--- config.mk ---
export PLATFORM = sky130hd
export DESIGN_NAME = intr_ctrl_flat
export DESIGN_NICKNAME = d
export VERILOG_FILES = /design/src/rtl/intr_ctrl_pkg.sv /design/src/rtl/intr_ctrl_if.sv /design/src/rtl/intr_ctrl_sync_edge.sv /design/src/rtl/intr_ctrl.sv /design/src/flat_wrapper.sv
export SDC_FILE = /design/constraint.sdc
export NUM_CORES = 1
export LEC_CHECK = 0
export ABC_AREA = 0
export BUFFER_PORTS_ARGS = -buffer_cell sky130_fd_sc_hd__buf_4
export CORE_MARGIN = 2
export CORE_UTILIZATION = 25
export DETAILED_ROUTE_END_ITERATION = 10
export HOLD_SLACK_MARGIN = 0.06
export SLEW_MARGIN = 10
export SYNTH_ARGS = -nofsm -noshare
export SYNTH_HDL_FRONTEND = slang
export SYNTH_HIERARCHICAL = 1
export SYNTH_SLANG_ARGS = --single-unit
--- constraint.sdc ---
create_clock -name clk -period 1.5 [get_ports clk]
set_clock_uncertainty 0.1 [all_clocks]
set_input_delay 0.075 -clock clk [delete_from_list [all_inputs] [get_ports clk]]
set_output_delay 0.075 -clock clk [all_outputs]
set_load 0.03 [all_outputs]
--- src/rtl/intr_ctrl_pkg.sv ---
// Shared types and constants for the interrupt controller.
// Holds the FSM state enum, default port IDs and the priority encoder.
package intr_pkg;

   typedef enum logic [1:0] {
      IDLE,
      ASSERT,
      SERVICE
   } state_t;

   localparam logic [7:0] ID_MASK_D = 8'h30;
   localparam logic [7:0] ID_PEND_D = 8'h31;
   localparam logic [7:0] ID_VEC_D  = 8'h32;
   localparam logic [7:0] ID_EOI_D  = 8'h33;

   // Index of the lowest set bit; 0 when nothing is set.
   function automatic logic [2:0] prio_enc(input logic [7:0] v);
      logic [2:0] r;
      r = 3'd0;
      for (int i = 7; i >= 0; i--) begin
         if (v[i]) r = 3'(i);
      end
      return r;
   endfunction

endpackage

--- src/rtl/intr_ctrl_if.sv ---
// MCU OUT/IN port bus as seen by the interrupt controller.
// master = MCU side, slave = controller side.
interface intr_ctrl_if;
   logic [7:0] port_id;
   logic [7:0] out_port;
   logic       io_strb;
   logic [7:0] rd_data;
   logic       rd_hit;

   modport master (
      output port_id,
      output out_port,
      output io_strb,
      input  rd_data,
      input  rd_hit
   );

   modport slave (
      input  port_id,
      input  out_port,
      input  io_strb,
      output rd_data,
      output rd_hit
   );
endinterface

--- src/rtl/intr_ctrl_sync_edge.sv ---
// Three-flop synchronizer for one request line.
// Emits a one-cycle pulse on a synchronized rising edge.
module sync_edge (
   input  logic clk,
   input  logic reset,
   input  logic d,
   output logic pulse
);

   logic s1, s2, s3;

   always_ff @(posedge clk or negedge reset) begin
      if (!reset) begin
         s1 <= 1'b0;
         s2 <= 1'b0;
         s3 <= 1'b0;
      end else begin
         s1 <= d;
         s2 <= s1;
         s3 <= s2;
      end
   end

   assign pulse = s2 & ~s3;

endmodule

--- src/rtl/intr_ctrl.sv ---
// Multi-source interrupt controller with mask, pending and fixed priority.
// Single irq line with ACK/EOI handshake over the MCU port bus.
module intr_ctrl
   import intr_pkg::*;
#(
   parameter int         NUM_SRC = 8,
   parameter logic [7:0] ID_MASK = ID_MASK_D,
   parameter logic [7:0] ID_PEND = ID_PEND_D,
   parameter logic [7:0] ID_VEC  = ID_VEC_D,
   parameter logic [7:0] ID_EOI  = ID_EOI_D
) (
   input  logic               clk,
   input  logic               reset,
   input  logic [NUM_SRC-1:0] src,
   intr_ctrl_if.slave         bus,
   output logic               irq
);

   localparam logic [7:0] SRC_MSK =
      8'((16'd1 << NUM_SRC) - 16'd1);

   logic [NUM_SRC-1:0] rise;
   logic [7:0]         rise8;
   logic [7:0]         mask;
   logic [7:0]         pend;
   logic [7:0]         active;
   logic [7:0]         clr;
   logic [2:0]         cur_id;
   state_t             state;

   logic wr_mask, wr_pend, wr_vec, wr_eoi;
   logic ack, eoi;

   for (genvar i = 0; i < NUM_SRC; i++) begin : g_sync
      sync_edge u_sync (
         .clk   (clk),
         .reset (reset),
         .d     (src[i]),
         .pulse (rise[i])
      );
   end

   assign rise8   = 8'(rise);
   assign wr_mask = bus.io_strb && (bus.port_id == ID_MASK);
   assign wr_pend = bus.io_strb && (bus.port_id == ID_PEND);
   assign wr_vec  = bus.io_strb && (bus.port_id == ID_VEC);
   assign wr_eoi  = bus.io_strb && (bus.port_id == ID_EOI);
   assign ack     = wr_vec && (state == ASSERT);
   assign eoi     = wr_eoi && (state == SERVICE);
   assign active  = pend & mask;

   always_comb begin
      clr = 8'h00;
      if (wr_pend) clr = clr | bus.out_port;
      if (ack)     clr = clr | (8'h01 << cur_id);
   end

   always_ff @(posedge clk or negedge reset) begin
      if (!reset) begin
         mask <= 8'h00;
         pend <= 8'h00;
      end else begin
         if (wr_mask) mask <= bus.out_port & SRC_MSK;
         // a new edge beats a clear in the same cycle
         pend <= (pend & ~clr) | rise8;
      end
   end

   always_ff @(posedge clk or negedge reset) begin
      if (!reset) begin
         state  <= IDLE;
         cur_id <= 3'd0;
         irq    <= 1'b0;
      end else begin
         unique case (state)
            IDLE: begin
               if (active != 8'h00) begin
                  cur_id <= prio_enc(active);
                  state  <= ASSERT;
                  irq    <= 1'b1;
               end
            end
            ASSERT: begin
               if (ack) begin
                  state <= SERVICE;
                  irq   <= 1'b0;
               end else if (!mask[cur_id]) begin
                  state <= IDLE;
                  irq   <= 1'b0;
               end
            end
            SERVICE: begin
               if (eoi) state <= IDLE;
            end
            default: begin
               state <= IDLE;
               irq   <= 1'b0;
            end
         endcase
      end
   end

   always_comb begin
      bus.rd_data = 8'h00;
      bus.rd_hit  = 1'b1;
      unique case (1'b1)
         (bus.port_id == ID_MASK): bus.rd_data = mask;
         (bus.port_id == ID_PEND): bus.rd_data = pend;
         (bus.port_id == ID_VEC):  bus.rd_data = {state == ASSERT,
                                                  state == SERVICE,
                                                  3'b000, cur_id};
         (bus.port_id == ID_EOI):  bus.rd_data = 8'h00;
         default:                  bus.rd_hit  = 1'b0;
      endcase
   end

endmodule

--- src/flat_wrapper.sv ---
// flat-port wrapper written by rule: the top's interface ports become plain ports
module intr_ctrl_flat import intr_pkg::*;
#(
   parameter int         NUM_SRC = 8,
   parameter logic [7:0] ID_MASK = ID_MASK_D,
   parameter logic [7:0] ID_PEND = ID_PEND_D,
   parameter logic [7:0] ID_VEC  = ID_VEC_D,
   parameter logic [7:0] ID_EOI  = ID_EOI_D
)
  (clk, reset, src, irq, bus_port_id, bus_out_port, bus_io_strb, bus_rd_data, bus_rd_hit);
  intr_ctrl_if bus_i ();
  input  logic clk;
  input  logic reset;
  input  logic [NUM_SRC-1:0] src;
  output logic irq;
  input wire logic [$bits(bus_i.port_id)-1:0] bus_port_id;
  input wire logic [$bits(bus_i.out_port)-1:0] bus_out_port;
  input wire logic [$bits(bus_i.io_strb)-1:0] bus_io_strb;
  output wire logic [$bits(bus_i.rd_data)-1:0] bus_rd_data;
  output wire logic [$bits(bus_i.rd_hit)-1:0] bus_rd_hit;
  assign bus_i.port_id = bus_port_id;
  assign bus_i.out_port = bus_out_port;
  assign bus_i.io_strb = bus_io_strb;
  assign bus_rd_data = bus_i.rd_data;
  assign bus_rd_hit = bus_i.rd_hit;
  intr_ctrl #(.NUM_SRC(NUM_SRC), .ID_MASK(ID_MASK), .ID_PEND(ID_PEND), .ID_VEC(ID_VEC), .ID_EOI(ID_EOI)) u_core (.clk(clk), .reset(reset), .src(src), .bus(bus_i), .irq(irq));
endmodule
==> flow_summary.json, run 1 <==
{
  "status": "complete, but fails checks",
  "violations": "negative setup slack",
  "finalHoldViolations": 0,
  "fill_cells": 808,
  "place_hpwl_mm": 3.62,
  "crit_required_ns": 1.32,
  "ys_types": 41,
  "clockBufferDepth": 2,
  "syn-num-nets": 202,
  "cts_tree": "done",
  "first_iter_violations": 172,
  "vdd.ir_drop.worst_v": 0.000527,
  "nets": 298,
  "start_kind": "register",
  "drv_cap": 0,
  "crit_path_end_kind": "primary output",
  "layout_setup_ws_ns": -0.186,
  "cts_root_buf": "clkbuf_8",
  "drtAntennaViolNets": 0,
  "timing.final.crit_period_ns": 1.69,
  "clk_pin_slew_worst_paths_ns": 0.09,
  "die_area_um2": 9310,
  "numCtsBuffers": 5,
  "wirelength_mm": 5.38,
  "vias": 1720,
  "wl_per_cell_um": 14.3,
  "gp_congestion": 0.798,
  "antenna_found_initial": 0,
  "ys.flop_type": "dfrtp_1",
  "fmax_mhz": 593,
  "floorplan.initialDensity": 0.259,
  "synth.avg_cell_area_um2": 12.2,
  "worstSetupPathType": "reg2out",
  "crit_fanout": 2,
  "stdcell_area_um2": 3230,
  "period_share": 1.12,
  "async_flop_share": 1.00,
  "path_cells": "buf_6 -> buf_6 -> mux2i_1 -> nor2_1 -> a21oi_1 -> nor2_1 -> buf_4",
  "htreeDepth": 2,
  "core_um2": 8260,
  "syn_area_um2": 2140,
  "rows": 33,
  "hp-class": "in2reg",
  "power.total_mw": 3.34,
  "drt-vias-per-instance": 4.56,
  "drv_slew": 0,
  "area_growth_syn_to_layout_pct": 51.1,
  "power.density_nw_per_um2": 1030,
  "synth_cells": 175,
  "setup_viol": 16,
  "p_leak_nw": 1.47,
  "rsz0062_at_grt": "true",
  "track_usage": 0.122,
  "die_h_um": 96.5,
  "placed_cell_area_um2": 2770,
  "grt_pass1_wl_mm": 8.47,
  "io_pins": 37,
  "drc": 0,
  "port-buffer-count": 36,
  "layout-drive-gt1-share": 0.496,
  "arrival_ns": 1.51,
  "overflow": 0,
  "max_slew_margin": 0.605,
  "fin_setup_tns_ns": -1.91,
  "synth-seq-cells": 46,
  "tightest_slew_ns": 0.592,
  "critPathSlowestCell": "dfrtp_1",
  "n_antenna_cell": 0,
  "grt_pass1_vias": 1677,
  "first_pass_iters": 4,
  "synth_edf_count": 0,
  "ys_seq_area_frac": 0.538,
  "grt_max_degree": 47,
  "clock_sink_count": 46,
  "insertion_delay_ns": 0.31,
  "yosys_warnings": 6,
  "slowest_delay_ns": 0.40,
  "die_x_um": 96.5
}
report_power, final:
part	internal, mW	switching [mW]	total, mW
Clock	0.334	0.460	0.793
Combinational	0.590	0.490	1.08
Sequential	1.35	0.117	1.47
Total	2.27	1.07	3.34
cell families (layout without fill, tap and decap cells):
kind of cell | after synthesis | count (layout) | share of synthesized area
compound gates | 30 | 30 | 0.108
buf+inv | 11 | 108 | 0.0240
flops | 46 | 46 | 0.538
mux | 20 | 20 | 0.119
simple gates | 68 | 68 | 0.211
stage by stage:
step	setup slack (ns)	std cells	utilization	hold slack, ns
after floorplan	-0.112	175	-	-0.321
after global placement	-0.213	340	0.335	0.0238
after detailed placement	-0.234	340	0.335	0.0265
after CTS	-0.224	373	0.383	0.105
after global routing	-0.315	377	0.392	0.110
final	-0.186	377	0.392	0.117
sequential cells by signal (all words and copies together), names as in the netlist:
name and count:
u_core/state 2, u_core/pend 8, u_core/irq 1, u_core/g_sync.u_sync/s2 8
u_core/mask 8, u_core/g_sync.u_sync/s1 8, u_core/cur_id 3, u_core/g_sync.u_sync/s3 8
cell type report:
| type | count | area [um^2] | share of cell area |
|---|---|---|---|
| Clock inverter | 3 | 23.8 | 0.00735 |
| Inverter | 4 | 15.0 | 0.00464 |
| Clock buffer | 5 | 68.8 | 0.0213 |
| Multi-Input combinational cell | 118 | 1050 | 0.324 |
| Timing Repair Buffer | 96 | 797 | 0.247 |
| Tap cell | 105 | 131 | 0.0406 |
| Sequential cell | 46 | 1150 | 0.356 |
layer usage:
metal / up-vias / track usage / share of wire
met3: 7 / 0.0248 / 0.051
met2: 46 / 0.199 / 0.50
met4: 0 / 0.0317 / 0.0095
li1: 831 / - / -
met1: 836 / 0.164 / 0.44
met5: - / 0 / 0
placed cells by master, fill, tap and decap left out, types with 2 or more instances in the layout:
cell	netlist	layout
nor2b_4	8	8
nand4_1	2	2
nor2b_1	2	2
buf_6	1	9
nor3_1	3	2
a32o_1	2	2
o41ai_2	0	2
mux2_4	8	9
buf_4	0	70
nand2b_1	2	2
nand3_2	0	2
nand2_1	17	17
nand3b_1	2	2
a22oi_1	4	2
inv_1	4	4
clkinvlp_4	0	2
or4_4	2	2
a31o_2	8	8
a21oi_1	8	8
mux2i_1	9	9
a22oi_2	0	2
nand4b_1	2	2
dlygate4sd3_1	0	17
clkbuf_8	0	5
nor2_1	16	15
dfrtp_1	46	46
timing repair:
action,in CTS,in global routing
endpoints found under the setup margin,17,19
buffers inserted,8,4
pin swaps,19,12
hold buffers,17,0
hold endpoints to repair,70,0
gates resized for setup,16,7
synth_stat cells, types with 3 or more instances:
library cell | instances | share of area
a31o_2 | 8 | 0.033
mux2_4 | 8 | 0.056
inv_1 | 4 | 0.0070
nor2_1 | 16 | 0.028
nor3_1 | 3 | 0.0070
a21oi_1 | 8 | 0.019
a22oi_1 | 4 | 0.014
nand2_1 | 17 | 0.030
nor2b_4 | 8 | 0.051
clkbuf_1 | 3 | 0.0053
mux2i_1 | 9 | 0.042
dfrtp_1 | 46 | 0.54
path summary, 6_finish.rpt:
kind | slack [ns] | depth (start not counted) | from | to
min | 0.12 | 4 | bus_io_strb | u_core/state[1]
max in group asynchronous | 0.70 | 2 | reset | u_core/cur_id[0]
max reg2reg | -0.17 | 5 | u_core/state[1] | u_core/pend[6]
min in group asynchronous | 0.21 | 2 | reset | u_core/mask[0]
min reg2reg | 0.25 | 0 | u_core/g_sync[4].u_sync/s1 | u_core/g_sync[4].u_sync/s2
max | -0.19 | 7 | u_core/mask[0] | bus_rd_data[0]
worst max-delay path, delay by kind of cell (launching register included):
family	cells	cell delay, ns
AO/OA/AOI/OAI	1	0.12
AND/OR/NAND/NOR	2	0.14
flip-flops	1	0.40
multiplexers	1	0.14
buffers and inverters	3	0.39
Power figures use the tool's default switching activity.
==> inputs of run 2 (changes only) <==
--- a/config.mk
+++ b/config.mk
@@ -9,2 +9,3 @@
 export BUFFER_PORTS_ARGS = -buffer_cell sky130_fd_sc_hd__buf_4
+export CORE_ASPECT_RATIO = 0.7
 export CORE_MARGIN = 2
@@ -16,3 +17,2 @@
 export SYNTH_HDL_FRONTEND = slang
-export SYNTH_HIERARCHICAL = 1
 export SYNTH_SLANG_ARGS = --single-unit
--- a/constraint.sdc
+++ b/constraint.sdc
@@ -4,2 +4,2 @@
 set_output_delay 0.075 -clock clk [all_outputs]
-set_load 0.03 [all_outputs]
+set_load 0.05 [all_outputs]
==> flow_summary.json, run 2 <==
{
  "grt_pass1_wl_mm": 8.74,
  "clockBufferDepth": 2,
  "r2r-end": "u_core.irq",
  "status": "complete, but fails checks",
  "synth-seq-cells": 46,
  "grt_pass1_vias": 1738,
  "antenna_found_initial": 0,
  "synth_cells": 177,
  "yosys-top-cells-area": "dfrtp_1, mux2_4, mux2i_1",
  "drc": 0,
  "io_pins": 37,
  "worstSetupPathType": "reg2out",
  "stdcell_area_um2": 3260,
  "period_share": 1.09,
  "cts_tree": "done",
  "max_slew_margin": 0.614,
  "hold_depth": 3,
  "fill_cells": 773,
  "arrival_ns": 1.45,
  "n_antenna_cell": 0,
  "ys.flop_type": "dfrtp_1",
  "start_kind": "register",
  "synth_edf_count": 0,
  "first_iter_violations": 109,
  "critPathBufInv": 2,
  "syn_area_um2": 2040,
  "nets": 297,
  "tightest_slew_ns": 0.579,
  "track_usage": 0.126,
  "hp-class": "in2reg",
  "ys_seq_area_frac": 0.564,
  "synth.avg_cell_area_um2": 11.5,
  "cpLargestDelayFamily": "flip-flops",
  "drtAntennaViolNets": 0,
  "worstHoldStart": "bus_io_strb",
  "die_x_um": 112,
  "seq_area_um2": 1150,
  "fin_setup_tns_ns": -0.605,
  "r2r.worst_path.cells": 4,
  "ys_types": 38,
  "floorplan.initialDensity": 0.258,
  "synth_most_common_cell": "dfrtp_1",
  "slowest_delay_ns": 0.39,
  "yosys_warnings": 0,
  "synth_common_cells": "dfrtp_1, nand2_1, inv_1, nor2_1, o21ai_0",
  "power.density_nw_per_um2": 1180,
  "core_um2": 7910,
  "clock_sink_count": 46,
  "whs_endpoint": "u_core.mask[1]",
  "gp_congestion": 0.885,
  "cts_root_buf": "clkbuf_16",
  "final_core_util": 0.412,
  "layout-drive-gt1-share": 0.454,
  "rows": 27,
  "die_h_um": 79.6,
  "grt_max_degree": 47,
  "timing.final.crit_period_ns": 1.63,
  "p_leak_nw": 1.46,
  "critPathSlowestCell": "dfrtp_1",
  "clk_pin_slew_worst_paths_ns": 0.07,
  "crit_fanout": 2,
  "syn-num-nets": 204,
  "layout_setup_ws_ns": -0.128,
  "stdcell_count": 372,
  "die_area_um2": 8920,
  "port-buffer-count": 36,
  "final_common_cell": "buf_4",
  "numCtsBuffers": 5,
  "setup_viol": 12,
  "htreeDepth": 2,
  "reg2reg_slack_ns": -0.09,
  "critPathMostFrequentCell": "buf_6",
  "wirelength_mm": 5.51,
  "drv_slew": 0,
  "place_hpwl_mm": 3.69,
  "finalHoldViolations": 0,
  "insertion_delay_ns": 0.28,
  "multiInputGateArea_um2": 960,
  "yosysTopAreaCell": "dfrtp_1",
  "area_growth_syn_to_layout_pct": 59.6,
  "final_cell_mix": "buf_4, dfrtp_1, nand2_1, dlygate4sd3_1, buf_6",
  "async_flop_share": 1.00,
  "fmax_mhz": 614,
  "placed_cell_area_um2": 2670,
  "path_cells": "buf_6 -> nor2b_4 -> mux2i_1 -> a2bb2oi_1 -> nor2_1 -> buf_6",
  "yosysTopAreaCellShare": 0.564,
  "vias": 1733,
  "violations": "negative setup slack",
  "overflow": 0,
  "crit_path_end_kind": "primary output",
  "r2r_start": "u_core.mask[2]",
  "rsz0062_at_grt": "true",
  "drt-vias-per-instance": 4.66,
  "crit_required_ns": 1.32,
  "drv_cap": 0,
  "vdd.ir_drop.worst_v": 0.000469,
  "first_pass_iters": 4,
  "dpl.cell_count": 341,
  "wl_per_cell_um": 14.8
}
run 2: metal layers:
layer / GRT usage / share of wire / up-vias
met5: 0 / 0 / -
met4: 0.0366 / 0.0031 / 0
met3: 0.0281 / 0.051 / 2
met2: 0.208 / 0.49 / 51
met1: 0.167 / 0.46 / 857
li1: - / - / 823
run 2: what timing repair did:
item,4_1_cts,5_1_grt
hold endpoints to repair,62,0
cloned,1,0
pin swaps,8,7
endpoints found under the setup margin,13,20
gates resized for setup,20,28
hold buffers,17,0
buffers inserted,4,1
run 2: cells by family (layout without fill, tap and decap cells):
family / after synthesis / in the layout / share of synthesized area
DFF: 46 / 46 / 0.564
AOI/OAI and AO/OA: 39 / 39 / 0.128
muxes: 19 / 19 / 0.119
buffers and inverters: 20 / 114 / 0.0429
and+or+nand+nor: 53 / 53 / 0.146
run 2: power by group:
group	switching, mW	internal, mW	leakage (nW)	total, mW
Combinational	0.604	0.522	0.843	1.13
Sequential	0.123	1.36	0.532	1.48
Clock	0.465	0.788	0.0842	1.25
Total	1.19	2.67	1.46	3.86
run 2: per-stage QoR:
step	hold WS (ns)	setup slack [ns]	power (mW)
after global placement	0.0178	-0.0373	2.31
after floorplan	-0.321	-0.357	1.94
final	0.180	-0.128	3.86
after CTS	0.184	-0.144	3.68
after detailed placement	0.0205	-0.0644	2.32
after global routing	0.188	-0.155	4.02
run 2: worst max-delay path by stage:
stage / from / end / slack (ns) / depth (start not counted)
2_1_floorplan: bus_port_id[3] / bus_rd_data[3] / -0.36 / 3
3_3_place_gp: u_core.mask[2] / u_core.irq / -0.04 / 4
3_5_place_dp: u_core.state[1] / u_core.pend[2] / -0.06 / 5
4_1_cts: u_core.state[1] / bus_rd_data[6] / -0.14 / 6
5_1_grt: u_core.state[1] / bus_rd_data[6] / -0.16 / 6
6_report: u_core.state[1] / bus_rd_data[6] / -0.13 / 6
run 2: layout make-up:
type,instances,share of cell area
clock inverter,3,0.0134
multi-input combinational,111,0.294
timing repair buffer,93,0.246
tap,101,0.0388
sequential,46,0.354
inverter,13,0.0154
clock buffer,5,0.0384
run 2: worst min-delay path, cell delays in order:
cell and delay [ns]:
buf_4 0.12, nand3_4 0.16, mux2_4 0.18
==> inputs of run 3 (changes only) <==
Settings changed: CELL_PAD_IN_SITES_DETAIL_PLACEMENT set to 1, CELL_PAD_IN_SITES_GLOBAL_PLACEMENT set to 1, PLACE_DENSITY_LB_ADDON set to 0.1.
==> flow_summary.json, run 3 (synthesis gave the netlist of run 2 again) <==
{
  "stdcell_count": 382,
  "timing.final.crit_period_ns": 1.71,
  "clock_sink_count": 46,
  "p_int_mw": 2.80,
  "switching_share": 0.318,
  "layout_setup_ws_ns": -0.213,
  "track_usage": 0.164,
  "grt_max_degree": 47,
  "r2r_start": "u_core.state[0]",
  "power.density_nw_per_um2": 1200,
  "p_leak_nw": 1.54,
  "crit_start": "u_core.state[0]",
  "grt_pass1_wl_mm": 11.1,
  "place_hpwl_mm": 4.68,
  "arrival_ns": 1.54,
  "seq_area_um2": 1160,
  "fin_setup_tns_ns": -1.50,
  "violations": "negative setup slack",
  "final_common_cell": "buf_4",
  "die_x_um": 112,
  "p_seq_frac": 0.353,
  "dpl.cell_count": 343,
  "antenna_found_initial": 0,
  "drv_cap": 0,
  "clock_power_share": 0.310,
  "fill_cells": 873,
  "insertion_delay_ns": 0.29,
  "nets": 307,
  "period_share": 1.14,
  "die_h_um": 79.6,
  "multiInputGateArea_um2": 1020,
  "layout-drive-gt1-share": 0.491,
  "vdd.ir_drop.worst_v": 0.000554,
  "first_pass_iters": 4,
  "status": "complete, but fails checks",
  "floorplan.initialDensity": 0.258,
  "htreeDepth": 2,
  "vias": 1828,
  "crit_fanout": 2,
  "grt_pass1_vias": 1983,
  "finalHoldViolations": 0,
  "overflow": 0,
  "wirelength_mm": 6.94,
  "switchingPower_mw": 1.30,
  "io_pins": 37,
  "clockBufferDepth": 2,
  "drt-vias-per-instance": 4.79,
  "drc": 0,
  "first_iter_violations": 72,
  "crit_path_end_kind": "primary output",
  "start_kind": "register",
  "r2r-end": "u_core.pend[3]",
  "numCtsBuffers": 5,
  "r2r.worst_path.cells": 7,
  "port-buffer-count": 36,
  "rows": 27,
  "setup_viol": 15,
  "final_core_util": 0.432,
  "drtAntennaViolNets": 0,
  "gp_congestion": 0.848,
  "clk_pin_slew_worst_paths_ns": 0.07,
  "die_area_um2": 8920,
  "rsz0062_at_grt": "true",
  "max_slew_margin": 0.598,
  "reg2reg_slack_ns": -0.17,
  "crit_end": "bus_rd_data[7]",
  "worstSetupPathType": "reg2out",
  "cts_root_buf": "clkbuf_16",
  "tightest_slew_ns": 0.603,
  "n_antenna_cell": 0,
  "final_cell_mix": "buf_4, dfrtp_1, buf_6, dlygate4sd3_1, nand2_1",
  "core_um2": 7910,
  "cts_tree": "done",
  "fmax_mhz": 584,
  "drv_slew": 0,
  "wl_per_cell_um": 18.2,
  "area_growth_syn_to_layout_pct": 67.1,
  "p_comb_frac": 0.338,
  "hold_ws_ns": 0.206,
  "hp-class": "in2reg",
  "crit_required_ns": 1.32
}
## run 3: layout make-up
class | instances | share of cell area
inverter | 13 | 0.0147
timing repair buffer | 103 | 0.260
tap | 101 | 0.0370
multi-input combinational | 111 | 0.300
clock inverter | 2 | 0.0110
clock buffer | 6 | 0.0378
sequential | 46 | 0.339
## run 3: worst max-delay path, stage by stage (launching register included)
cell	delay, ns
dfrtp_1	0.39
buf_4	0.14
buf_6	0.10
and4bb_2	0.24
buf_6	0.12
nor2_4	0.07
nor2_2	0.04
buf_6	0.15
## run 3: power by group through the flow
stage,Sequential [mW],Combinational [mW],Clock (mW)
final,1.44,1.38,1.27
after global routing,1.45,1.48,1.37
after CTS,1.44,1.23,1.29
after detailed placement,1.48,0.874,0
after global placement,1.47,0.860,0
after floorplan,1.48,0.460,0
## run 3: worst min-delay path by stage
stage                         startpoint                          to  slack (ns)  cells past startpoint
after floorplan                    reset            u_core.cur_id[0]       -0.32                      0
final                        bus_io_strb              u_core.mask[3]        0.21                      3
after detailed placement           reset  u_core.g_sync[1].u_sync.s1        0.03                      1
after global routing      bus_port_id[1]             u_core.state[1]        0.22                      5
after global placement             reset  u_core.g_sync[1].u_sync.s1        0.02                      1
after CTS                 bus_port_id[1]             u_core.state[1]        0.21                      5
## run 3: timing repair
action / 4_1_cts / 5_1_grt
setup endpoints to repair: 19 / 21
endpoints found under the hold margin: 62 / 0
gates cloned: 1 / 0
buffers inserted: 8 / 6
gates resized for setup: 38 / 25
hold buffers: 17 / 0
pin swaps: 12 / 10
## run 3: per-layer routing
layer | routed length [um] | GRT usage | part of all wire | up-vias
met5 | 0 | 0 | 0 | -
met4 | 36 | 0.0256 | 0.0052 | 0
met3 | 303 | 0.0364 | 0.044 | 4
met2 | 3340 | 0.282 | 0.48 | 47
met1 | 3260 | 0.219 | 0.47 | 935
li1 | - | - | - | 842
## run 3: per-stage QoR
| step | setup slack (ns) | total power [mW] | cell area, um^2 |
|---|---|---|---|
| 4_1_cts | -0.184 | 3.96 | 3270 |
| 2_1_floorplan | -0.357 | 1.94 | 2060 |
| 5_1_grt | -0.277 | 4.30 | 3410 |
| 3_3_place_gp | -0.0856 | 2.33 | 2690 |
| 3_5_place_dp | -0.0857 | 2.35 | 2690 |
| 6_report | -0.213 | 4.10 | 3410 |
